**src/rtl/tnkk_mac_accum_array_pkg.sv**
```systemverilog
// tnkk_pkg: shared clog2 helper, default parameters and derived widths for the MAC accumulate array
package tnkk_pkg;
  function automatic int clog2(input int v);
    int r;
    for (r = 0; (1 << r) < v; r++) begin
    end
    return r;
  endfunction
  localparam int DEF_TN = 4;
  localparam int DEF_KERNEL_SIZE = 3;
  localparam int DEF_FEATURE_WIDTH = 4;
  localparam int DEF_KERNEL_WIDTH = 2;
  localparam int DEF_BIAS_WIDTH = 16;
  localparam int DEF_ACC_WIDTH = 32;
  localparam int N = DEF_TN * DEF_KERNEL_SIZE * DEF_KERNEL_SIZE;
  localparam int PROD_W = DEF_FEATURE_WIDTH + DEF_KERNEL_WIDTH;
  localparam int SUM_W = PROD_W + clog2(N);
endpackage

```
**src/rtl/tnkk_mac_accum_array_if.sv**
```systemverilog
// tnkk_mac_accum_array_if: beat inputs (enable/valid/tile flags/features/weights/bias) and result outputs
interface tnkk_mac_accum_array_if import tnkk_pkg::*; #(
  parameter int Tn = DEF_TN,
  parameter int KERNEL_SIZE = DEF_KERNEL_SIZE,
  parameter int FEATURE_WIDTH = DEF_FEATURE_WIDTH,
  parameter int KERNEL_WIDTH = DEF_KERNEL_WIDTH,
  parameter int BIAS_WIDTH = DEF_BIAS_WIDTH,
  parameter int ACC_WIDTH = DEF_ACC_WIDTH
);
  localparam int NE = Tn * KERNEL_SIZE * KERNEL_SIZE;
  logic enable;
  logic valid_in;
  logic tile_first;
  logic tile_last;
  logic [NE*FEATURE_WIDTH-1:0] feature_in;
  logic [NE*KERNEL_WIDTH-1:0] weight_in;
  logic [BIAS_WIDTH-1:0] bias_in;
  logic [ACC_WIDTH-1:0] result;
  logic result_valid;
  logic sat_flag;
  modport master(
    output enable, valid_in, tile_first, tile_last, feature_in, weight_in, bias_in,
    input result, result_valid, sat_flag
  );
  modport slave(
    input enable, valid_in, tile_first, tile_last, feature_in, weight_in, bias_in,
    output result, result_valid, sat_flag
  );
endinterface

```
**src/rtl/tnkk_mac_accum_array_adder_tree.sv**
```systemverilog
// tnkk_adder_tree: pipelined pairwise adder tree, one register level per stage, with matching valid/sideband pipe
module tnkk_adder_tree import tnkk_pkg::*; #(
  parameter int NUM = N,
  parameter int IW = PROD_W,
  parameter int SBW = 1,
  parameter int LV = clog2(NUM)
) (
  input  logic clk,
  input  logic rst,
  input  logic en_i,
  input  logic v_i,
  input  logic [SBW-1:0] sb_i,
  input  logic [NUM*IW-1:0] d_i,
  output logic v_o,
  output logic [SBW-1:0] sb_o,
  output logic [IW+LV-1:0] sum_o
);
  genvar k, j;
  for (k = 0; k < LV; k++) begin : g_lvl
    localparam int CI = (NUM + (1 << k) - 1) >> k;
    localparam int CO = (CI + 1) / 2;
    localparam int WI = IW + k;
    logic [CI-1:0][WI-1:0] a;
    logic [CO-1:0][WI:0] s, q;
    logic pv, v_q;
    logic [SBW-1:0] psb, sb_q;
    if (k == 0) begin : g_in
      assign a = d_i;
      assign pv = v_i;
      assign psb = sb_i;
    end else begin : g_in
      assign a = g_lvl[k-1].q;
      assign pv = g_lvl[k-1].v_q;
      assign psb = g_lvl[k-1].sb_q;
    end
    for (j = 0; j < CO; j++) begin : g_add
      if (2 * j + 1 < CI) begin : g_pair
        assign s[j] = {1'b0, a[2*j]} + {1'b0, a[2*j+1]};
      end else begin : g_odd
        assign s[j] = {1'b0, a[2*j]};
      end
    end
    always_ff @(posedge clk) begin
      if (rst) v_q <= 1'b0;
      else if (en_i) v_q <= pv;
    end
    always_ff @(posedge clk) begin
      if (en_i) begin
        q <= s;
        sb_q <= psb;
      end
    end
  end
  assign sum_o = g_lvl[LV-1].q[0];
  assign v_o = g_lvl[LV-1].v_q;
  assign sb_o = g_lvl[LV-1].sb_q;
endmodule

```
**src/rtl/tnkk_mac_accum_array.sv**
```systemverilog
// tnkk_mac_accum_array: Tn*K*K multiply, adder tree and tile accumulator with bias; TNKK_ACC_SAT_EN selects saturating accumulate
module tnkk_mac_accum_array import tnkk_pkg::*; #(
  parameter int Tn = DEF_TN,
  parameter int KERNEL_SIZE = DEF_KERNEL_SIZE,
  parameter int FEATURE_WIDTH = DEF_FEATURE_WIDTH,
  parameter int KERNEL_WIDTH = DEF_KERNEL_WIDTH,
  parameter int BIAS_WIDTH = DEF_BIAS_WIDTH,
  parameter int ACC_WIDTH = DEF_ACC_WIDTH
) (
  input logic clk,
  input logic rst,
  tnkk_mac_accum_array_if.slave bus
);
  localparam int NE = Tn * KERNEL_SIZE * KERNEL_SIZE;
  localparam int PW = FEATURE_WIDTH + KERNEL_WIDTH;
  localparam int LV = clog2(NE);
  localparam int SW = PW + LV;
  logic [NE-1:0][PW-1:0] prod_d, prod_q;
  logic v0_q, f0_q, l0_q;
  logic [BIAS_WIDTH-1:0] b0_q;
  logic t_v, t_first, t_last, hit;
  logic [BIAS_WIDTH+1:0] t_sb;
  logic [BIAS_WIDTH-1:0] t_bias;
  logic [SW-1:0] sum;
  logic [ACC_WIDTH-1:0] base, acc_new, acc_q, acc_d, res_q, res_d;
  logic rv_q, rv_d;
  genvar i;
  for (i = 0; i < NE; i++) begin : g_mul
    assign prod_d[i] = PW'(bus.feature_in[i*FEATURE_WIDTH +: FEATURE_WIDTH])
                     * PW'(bus.weight_in[i*KERNEL_WIDTH +: KERNEL_WIDTH]);
  end
  always_ff @(posedge clk) begin
    if (rst) v0_q <= 1'b0;
    else if (bus.enable) v0_q <= bus.valid_in;
  end
  always_ff @(posedge clk) begin
    if (bus.enable) begin
      prod_q <= prod_d;
      f0_q <= bus.tile_first;
      l0_q <= bus.tile_last;
      b0_q <= bus.bias_in;
    end
  end
  tnkk_adder_tree #(.NUM(NE), .IW(PW), .SBW(BIAS_WIDTH + 2)) u_tree (
    .clk(clk),
    .rst(rst),
    .en_i(bus.enable),
    .v_i(v0_q),
    .sb_i({f0_q, l0_q, b0_q}),
    .d_i(prod_q),
    .v_o(t_v),
    .sb_o(t_sb),
    .sum_o(sum)
  );
  assign t_first = t_sb[BIAS_WIDTH+1];
  assign t_last = t_sb[BIAS_WIDTH];
  assign t_bias = t_sb[BIAS_WIDTH-1:0];
`ifdef TNKK_ACC_SAT_EN
  logic [ACC_WIDTH:0] total;
  logic sat_q, sat_d;
`endif
  always_comb begin
    hit = bus.enable & t_v;
    base = t_first ? ACC_WIDTH'(t_bias) : acc_q;
`ifdef TNKK_ACC_SAT_EN
    total = (ACC_WIDTH+1)'(base) + (ACC_WIDTH+1)'(sum);
    acc_new = total[ACC_WIDTH] ? '1 : total[ACC_WIDTH-1:0];
    sat_d = sat_q | (hit & total[ACC_WIDTH]);
`else
    acc_new = base + ACC_WIDTH'(sum);
`endif
    acc_d = hit ? (t_last ? '0 : acc_new) : acc_q;
    res_d = (hit && t_last) ? acc_new : res_q;
    rv_d = hit & t_last;
  end
  always_ff @(posedge clk) begin
    if (rst) begin
      acc_q <= '0;
      res_q <= '0;
      rv_q <= 1'b0;
    end else begin
      acc_q <= acc_d;
      res_q <= res_d;
      rv_q <= rv_d;
    end
  end
`ifdef TNKK_ACC_SAT_EN
  always_ff @(posedge clk) begin
    if (rst) sat_q <= 1'b0;
    else sat_q <= sat_d;
  end
  assign bus.sat_flag = sat_q;
`else
  assign bus.sat_flag = 1'b0;
`endif
  assign bus.result = res_q;
  assign bus.result_valid = rv_q;
endmodule

```
**src/flat_wrapper.sv**
```systemverilog
// flat-port wrapper written by rule: the top's interface ports become plain ports
module tnkk_mac_accum_array_flat import tnkk_pkg::*;
#(
  parameter int Tn = DEF_TN,
  parameter int KERNEL_SIZE = DEF_KERNEL_SIZE,
  parameter int FEATURE_WIDTH = DEF_FEATURE_WIDTH,
  parameter int KERNEL_WIDTH = DEF_KERNEL_WIDTH,
  parameter int BIAS_WIDTH = DEF_BIAS_WIDTH,
  parameter int ACC_WIDTH = DEF_ACC_WIDTH
)
  (clk, rst, bus_enable, bus_valid_in, bus_tile_first, bus_tile_last, bus_feature_in, bus_weight_in, bus_bias_in, bus_result, bus_result_valid, bus_sat_flag);
  tnkk_mac_accum_array_if #(.Tn(Tn), .KERNEL_SIZE(KERNEL_SIZE), .FEATURE_WIDTH(FEATURE_WIDTH), .KERNEL_WIDTH(KERNEL_WIDTH), .BIAS_WIDTH(BIAS_WIDTH), .ACC_WIDTH(ACC_WIDTH)) bus_i ();
  input logic clk;
  input logic rst;
  input wire logic [$bits(bus_i.enable)-1:0] bus_enable;
  input wire logic [$bits(bus_i.valid_in)-1:0] bus_valid_in;
  input wire logic [$bits(bus_i.tile_first)-1:0] bus_tile_first;
  input wire logic [$bits(bus_i.tile_last)-1:0] bus_tile_last;
  input wire logic [$bits(bus_i.feature_in)-1:0] bus_feature_in;
  input wire logic [$bits(bus_i.weight_in)-1:0] bus_weight_in;
  input wire logic [$bits(bus_i.bias_in)-1:0] bus_bias_in;
  output wire logic [$bits(bus_i.result)-1:0] bus_result;
  output wire logic [$bits(bus_i.result_valid)-1:0] bus_result_valid;
  output wire logic [$bits(bus_i.sat_flag)-1:0] bus_sat_flag;
  assign bus_i.enable = bus_enable;
  assign bus_i.valid_in = bus_valid_in;
  assign bus_i.tile_first = bus_tile_first;
  assign bus_i.tile_last = bus_tile_last;
  assign bus_i.feature_in = bus_feature_in;
  assign bus_i.weight_in = bus_weight_in;
  assign bus_i.bias_in = bus_bias_in;
  assign bus_result = bus_i.result;
  assign bus_result_valid = bus_i.result_valid;
  assign bus_sat_flag = bus_i.sat_flag;
  tnkk_mac_accum_array #(.Tn(Tn), .KERNEL_SIZE(KERNEL_SIZE), .FEATURE_WIDTH(FEATURE_WIDTH), .KERNEL_WIDTH(KERNEL_WIDTH), .BIAS_WIDTH(BIAS_WIDTH), .ACC_WIDTH(ACC_WIDTH)) u_core (.clk(clk), .rst(rst), .bus(bus_i));
endmodule
```
**config.mk**
```make
export PLATFORM = sky130hd
export DESIGN_NAME = tnkk_mac_accum_array_flat
export DESIGN_NICKNAME = d
export VERILOG_FILES = /design/src/rtl/tnkk_mac_accum_array_pkg.sv /design/src/rtl/tnkk_mac_accum_array_if.sv /design/src/rtl/tnkk_mac_accum_array_adder_tree.sv /design/src/rtl/tnkk_mac_accum_array.sv /design/src/flat_wrapper.sv
export SDC_FILE = /design/constraint.sdc
export NUM_CORES = 1
export LEC_CHECK = 0
export CORE_MARGIN = 2
export CORE_UTILIZATION = 34
export DETAILED_ROUTE_END_ITERATION = 10
export SLEW_MARGIN = 20
export SYNTH_ARGS = -nofsm -noshare
export SYNTH_HDL_FRONTEND = slang
export SYNTH_SLANG_ARGS = --single-unit
```
**constraint.sdc**
```tcl
create_clock -name clk -period 5.1 [get_ports clk]
set_clock_uncertainty 0.2 [all_clocks]
set_input_delay 1.02 -clock clk [delete_from_list [all_inputs] [get_ports clk]]
set_output_delay 1.02 -clock clk [all_outputs]
set_load 0.02 [all_outputs]
```
== Yosys cells after proc, flatten, opt, wreduce, memory -nomap -nowiden ==
Index checks and enable logic that the tools add are counted.

* Register bits after elaboration: 715
* Word-level logic and storage cells: 170
* Output and inout bits: 34
* Bits of input ports: 238

* $add $sub $neg: 36
* Bitwise gates (word level): 2
* Multiplexer cells: 2
* $mul: 36
* Reduce and logical (&&, ||, !) cells: 1

{| class="wikitable"
|+ Operators by type and width
! kind !! count
|-
| 4-bit by 2-bit multiplier with 6-bit output || 36
|-
| 6-bit by 6-bit adder with 7-bit output || 18
|-
| 7-bit by 7-bit adder with 8-bit output || 9
|-
| 32-bit 2-to-1 mux || 2
|-
| 8-bit by 8-bit adder with 9-bit output || 4
|-
| 32-bit by 12-bit adder with 32-bit output || 1
|-
| 9-bit by 9-bit adder with 10-bit output || 2
|-
| 11-bit by 8-bit adder with 12-bit output || 1
|-
| 10-bit by 10-bit adder with 11-bit output || 1
|-
| 1-bit bitwise AND || 2
|-
| 1-bit logical AND || 1
|}

== Logic depth before layout (Yosys ltp) ==
* Depth in word-level cells: 3
* Gate-level depth with buffers: 14

== Modules after synthesis ==
A second synthesis with hierarchy kept.

* Cell total of the unflattened synthesis: 2882
* Area total of the unflattened synthesis: 36839.1 µm²

{| class="wikitable"
|+ By module, submodules not included
! module !! times used !! cells each !! area each (µm²)
|-
| tnkk_adder_tree || 1 || 1381 || 20504.7
|-
| tnkk_mac_accum_array || 1 || 1501 || 16334.4
|}

== Worst setup path before layout ==
OpenSTA, ideal clock, no wires.

* Path type: reg-to-reg
* Start point: register u_core.u_tree.g_lvl[5].sb_q[17], in the netlist u_core.u_tree.sb_o[17]
* End point: register u_core.acc_q[25]
* Library setup time: 117 ps
* Setup slack: 1078 ps
* Clock period less this slack: 4022 ps
* Required time: 4783 ps
* Cell stages (with the launch flop): 14
* Buffers on the path: 5
* Arrival: 3704 ps
* Path through: edfxtp_1 -> buf_6 -> clkbuf_1 -> buf_1 -> clkbuf_1 -> mux2_2 -> ha_1 -> buf_2 -> o211ai_1 -> a211oi_1 -> o21ai_1 -> a2111oi_0 -> o21ai_0 -> a32o_1

* Cells in the longest elaborated chain, start to end: 3

{| class="wikitable"
|+ RTL lines
! what !! RTL line !! source
|-
| from (decl) || tnkk_mac_accum_array_adder_tree.sv:26 || <nowiki>logic [SBW-1:0] psb, sb_q;</nowiki>
|-
| from (signal assigned) || tnkk_mac_accum_array_adder_tree.sv:50 || <nowiki>sb_q <= psb;</nowiki>
|-
| 32-bit 2-to-1 mux || tnkk_mac_accum_array.sv:64 || <nowiki>base = t_first ? ACC_WIDTH'(t_bias) : acc_q;</nowiki>
|-
| 32-bit by 12-bit adder with 32-bit output || tnkk_mac_accum_array.sv:70 || <nowiki>acc_new = base + ACC_WIDTH'(sum);</nowiki>
|-
| 32-bit 2-to-1 mux || tnkk_mac_accum_array.sv:72 || <nowiki>acc_d = hit ? (t_last ? '0 : acc_new) : acc_q;</nowiki>
|-
| to (signal assigned) || tnkk_mac_accum_array.sv:78 || <nowiki>acc_q <= '0;</nowiki>
|-
| to (signal assigned) || tnkk_mac_accum_array.sv:82 || <nowiki>acc_q <= acc_d;</nowiki>
|-
| to (decl) || tnkk_mac_accum_array.sv:25 || <nowiki>logic [ACC_WIDTH-1:0] base, acc_new, acc_q, acc_d, res_q, res_d;</nowiki>
|}

Every way passes these cells.
A chain may end at the register's enable or synchronous reset.

== Final worst setup path ==
Same ends and word-level chain as after synthesis.

==> impl_metrics.tcl <==
set metrics [dict create \
    cp-start-kind "flip-flop" \
    grt_first_pass_wirelength_microns 111000 \
    worstSetupPathType "reg -> reg" \
    drcViolationCount 0 \
    synth-compound-area-share 0.0943 \
    antenna_found_initial 3 \
    drtIter0Drc 1039 \
    rows 121 \
    power_mw 19.4 \
    synthFlopType "edfxtp_1" \
    hold_path_class "reg -> reg" \
    arrival_ns 4.07 \
    cts_buffers 82 \
    drive_above_1_share 0.0483 \
    cellLeakagePower_nw 18.7 \
    ys_types 67 \
    synthAdderAreaFrac 0.158 \
    synth_warnings 0 \
    combinationalPowerShare 0.268 \
    ctsRootBufferMaster "clkbuf_16" \
    end_kind "flip-flop" \
    cts_tree "done" \
    fp.dieW_microns 336 \
    die_area_sq_um 113000 \
    numPortBuffers 270 \
    diodes 0 \
    core_region_area_sq_um 109000 \
    synth_area_sq_um 37500 \
    path_cells "mux2_2, ha_1, o211ai_1, a211oi_1, o21ai_1, a2111oi_0, o21ai_0, a32o_1" \
    track_usage 0.122 \
    grt_max_degree 173 \
    finalSetupTns_ns 0 \
    wl_microns 68400 \
    yosysTopAreaCell "edfxtp_1" \
    cts_sinks 715 \
    fin_util 0.410 \
    start_util 0.344 \
    fin_crit_sh 0.734 \
    cp.required_ns 5.42 \
    hold_viol 0 \
    syn-num-nets 3702 \
    ys_seq_area_frac 0.553 \
    power_density_nw_per_um2 434 \
    tightest_slew_ns 0.935 \
    ant_nets 0 \
    synth_area_per_cell_sq_um 12.4 \
    synth_xor_xnor_area_share 0.0613 \
    cp_max_fo 13 \
    synth_cells 3033 \
    critPathSlowestCell "a2111oi_0" \
    yosys.area_share.simple 0.0833 \
    dp.final_hpwl_microns 50000 \
    rrSetupSlack_ns 1.35 \
    relSlewSlack 0.376 \
    via_per_inst 4.46 \
    synth_top_family_by_area "adder cells" \
    synth_edf_count 643 \
    cts_max_level 3 \
    post_cts.repair.setup_buffers 0 \
    avgRoutedWirePerCell_microns 13.9 \
    async_flop_share 0 \
    ys_seq_elements 715 \
    r2r_cells 8 \
    rsz0062_at_grt "no" \
    synthMuxAreaShare 0.00653 \
    p_seq_frac 0.431 \
    period_needed_ns 3.75 \
    max-vdd-ir-drop_v 0.000290 \
    layout_common_cells "edfxtp_1 (643), inv_1 (401), ha_1 (359)" \
    switchingPower_mw 5.54 \
    grt_overflow 0 \
    vias 21900 \
    finalNetCount 4036 \
    clkPwrFrac 0.301 \
    postCtsHoldBufs 0 \
    gp_congestion 0.836 \
    clk_latency_ns 0.64 \
    slowest_delay_ns 0.79 \
    setup_viol 0 \
    swShare 0.285 \
    synthToLayoutAreaGrowth_pct 19.3 \
    grt_pass1_vias 22200 \
    fmax_mhz 267 \
    post_cts_resize_count 0 \
    layout_commonest_cell "edfxtp_1" \
    outcome "finished, final reports clean" \
    first_pass_iters 5 \
    internal-power_mw 13.9 \
    synthTopCellsByArea "edfxtp_1 (51%), ha_1 (12%), xnor2_1 (4.7%)" \
    maxCapViolations 0 \
    post-synth-top-area-fraction 0.514 \
    ioPinCount 272 \
    hold_depth 0 \
    slew_viol_final 0 \
    path_clk_slew_ns 0.06 \
    clock_path_buffers 3 \
    die_h_microns 336 \
]
## metal layers
| metal | vias to the layer above | wire length [microns] | global-route usage |
|---|---|---|---|
| met5 | - | 23 | 0 |
| met4 | 4 | 1580 | 0.0356 |
| met3 | 93 | 2470 | 0.0232 |
| met2 | 304 | 32800 | 0.209 |
| met1 | 10200 | 31500 | 0.158 |
| li1 | 11300 | - | - |
## worst paths after layout
kind	start	end
setup / recovery	u_core.u_tree.sb_o[17]	u_core.acc_q[25]
hold reg to reg	u_core.u_tree.g_lvl[0].sb_q[12]	u_core.u_tree.g_lvl[1].sb_q[12]
hold / removal	u_core.u_tree.g_lvl[0].sb_q[12]	u_core.u_tree.g_lvl[1].sb_q[12]
setup reg to reg	u_core.u_tree.sb_o[17]	u_core.acc_q[25]
## worst max-delay path: cells and delay by family, from the launching register on
family	cells	cell delay [ns]
AOI/OAI and AO/OA	6	1.89
DFF	1	0.70
adders and majority gates	1	0.46
muxes	1	0.40
## power groups by stage
stage,combinational (mW),clock [mW],sequential (mW)
CTS,5.31,6.08,8.41
floorplan,4.00,0,8.25
detailed placement,5.28,0,8.51
finish,5.20,5.84,8.38
global route,6.01,6.27,8.49
global placement,5.21,0,8.52
## kinds of logic after synthesis
kind of cell    Yosys count
compound gates          552
xor+xnor                263
fa+ha+maj               431
buf+inv                 433
flops                   715
mux                      23
other cells               1
simple gates            615
## area by class of cell
type / instances / area [sq um]
Clock inverter: 44 / 413
Timing Repair Buffer: 282 / 2840
Fill cell: 10200 / 64400
Tap cell: 1476 / 1850
Inverter: 401 / 1510
Sequential cell: 715 / 20700
Clock buffer: 107 / 2290
Multi-Input combinational cell: 1885 / 15200
## synthesized netlist by cell type (10+ instances only)
| cell type | count |
|---|---|
| a211oi_1 | 18 |
| a21o_1 | 129 |
| a21oi_1 | 222 |
| and2_1 | 181 |
| clkbuf_1 | 21 |
| dfxtp_1 | 72 |
| edfxtp_1 | 643 |
| fa_1 | 72 |
| ha_1 | 359 |
| inv_1 | 401 |
| mux2_2 | 12 |
| mux2i_1 | 11 |
| nand2_1 | 182 |
| nand2b_1 | 15 |
| nand3_1 | 20 |
| nand4_1 | 11 |
| nor2_1 | 117 |
| nor2b_1 | 27 |
| nor3_1 | 17 |
| nor3b_1 | 10 |
| nor4_1 | 10 |
| o21ai_0 | 54 |
| o21bai_1 | 56 |
| xnor2_1 | 201 |
| xor2_1 | 62 |
## stage by stage
step | hold slack (ns) | std cells | cell area (sq um) | worst slack [ns]
global route | 0.212 | 4910 | 44800 | 0.986
floorplan | 0.200 | 3033 | 37500 | 1.08
CTS | 0.201 | 4910 | 44800 | 1.30
finish | 0.203 | 4910 | 44800 | 1.35
detailed placement | 0.205 | 4759 | 42100 | 1.36
global placement | 0.202 | 4759 | 42100 | 1.36
## sequential cells by signal (all words and copies together) (netlist names)
name and count:
u_core.u_tree.g_lvl.q 289, u_core.prod_q 216, u_core.u_tree.g_lvl.sb_q 90, u_core.acc_q 32, u_core.bus.result 32, u_core.u_tree.sb_o 18
u_core.b0_q 16, u_core.u_tree.sum_o 12, u_core.u_tree.g_lvl.v_q 5, u_core.bus.result_valid 1, u_core.f0_q 1, u_core.l0_q 1
u_core.u_tree.v_o 1, u_core.v0_q 1
Power figures use the tool's default switching activity.
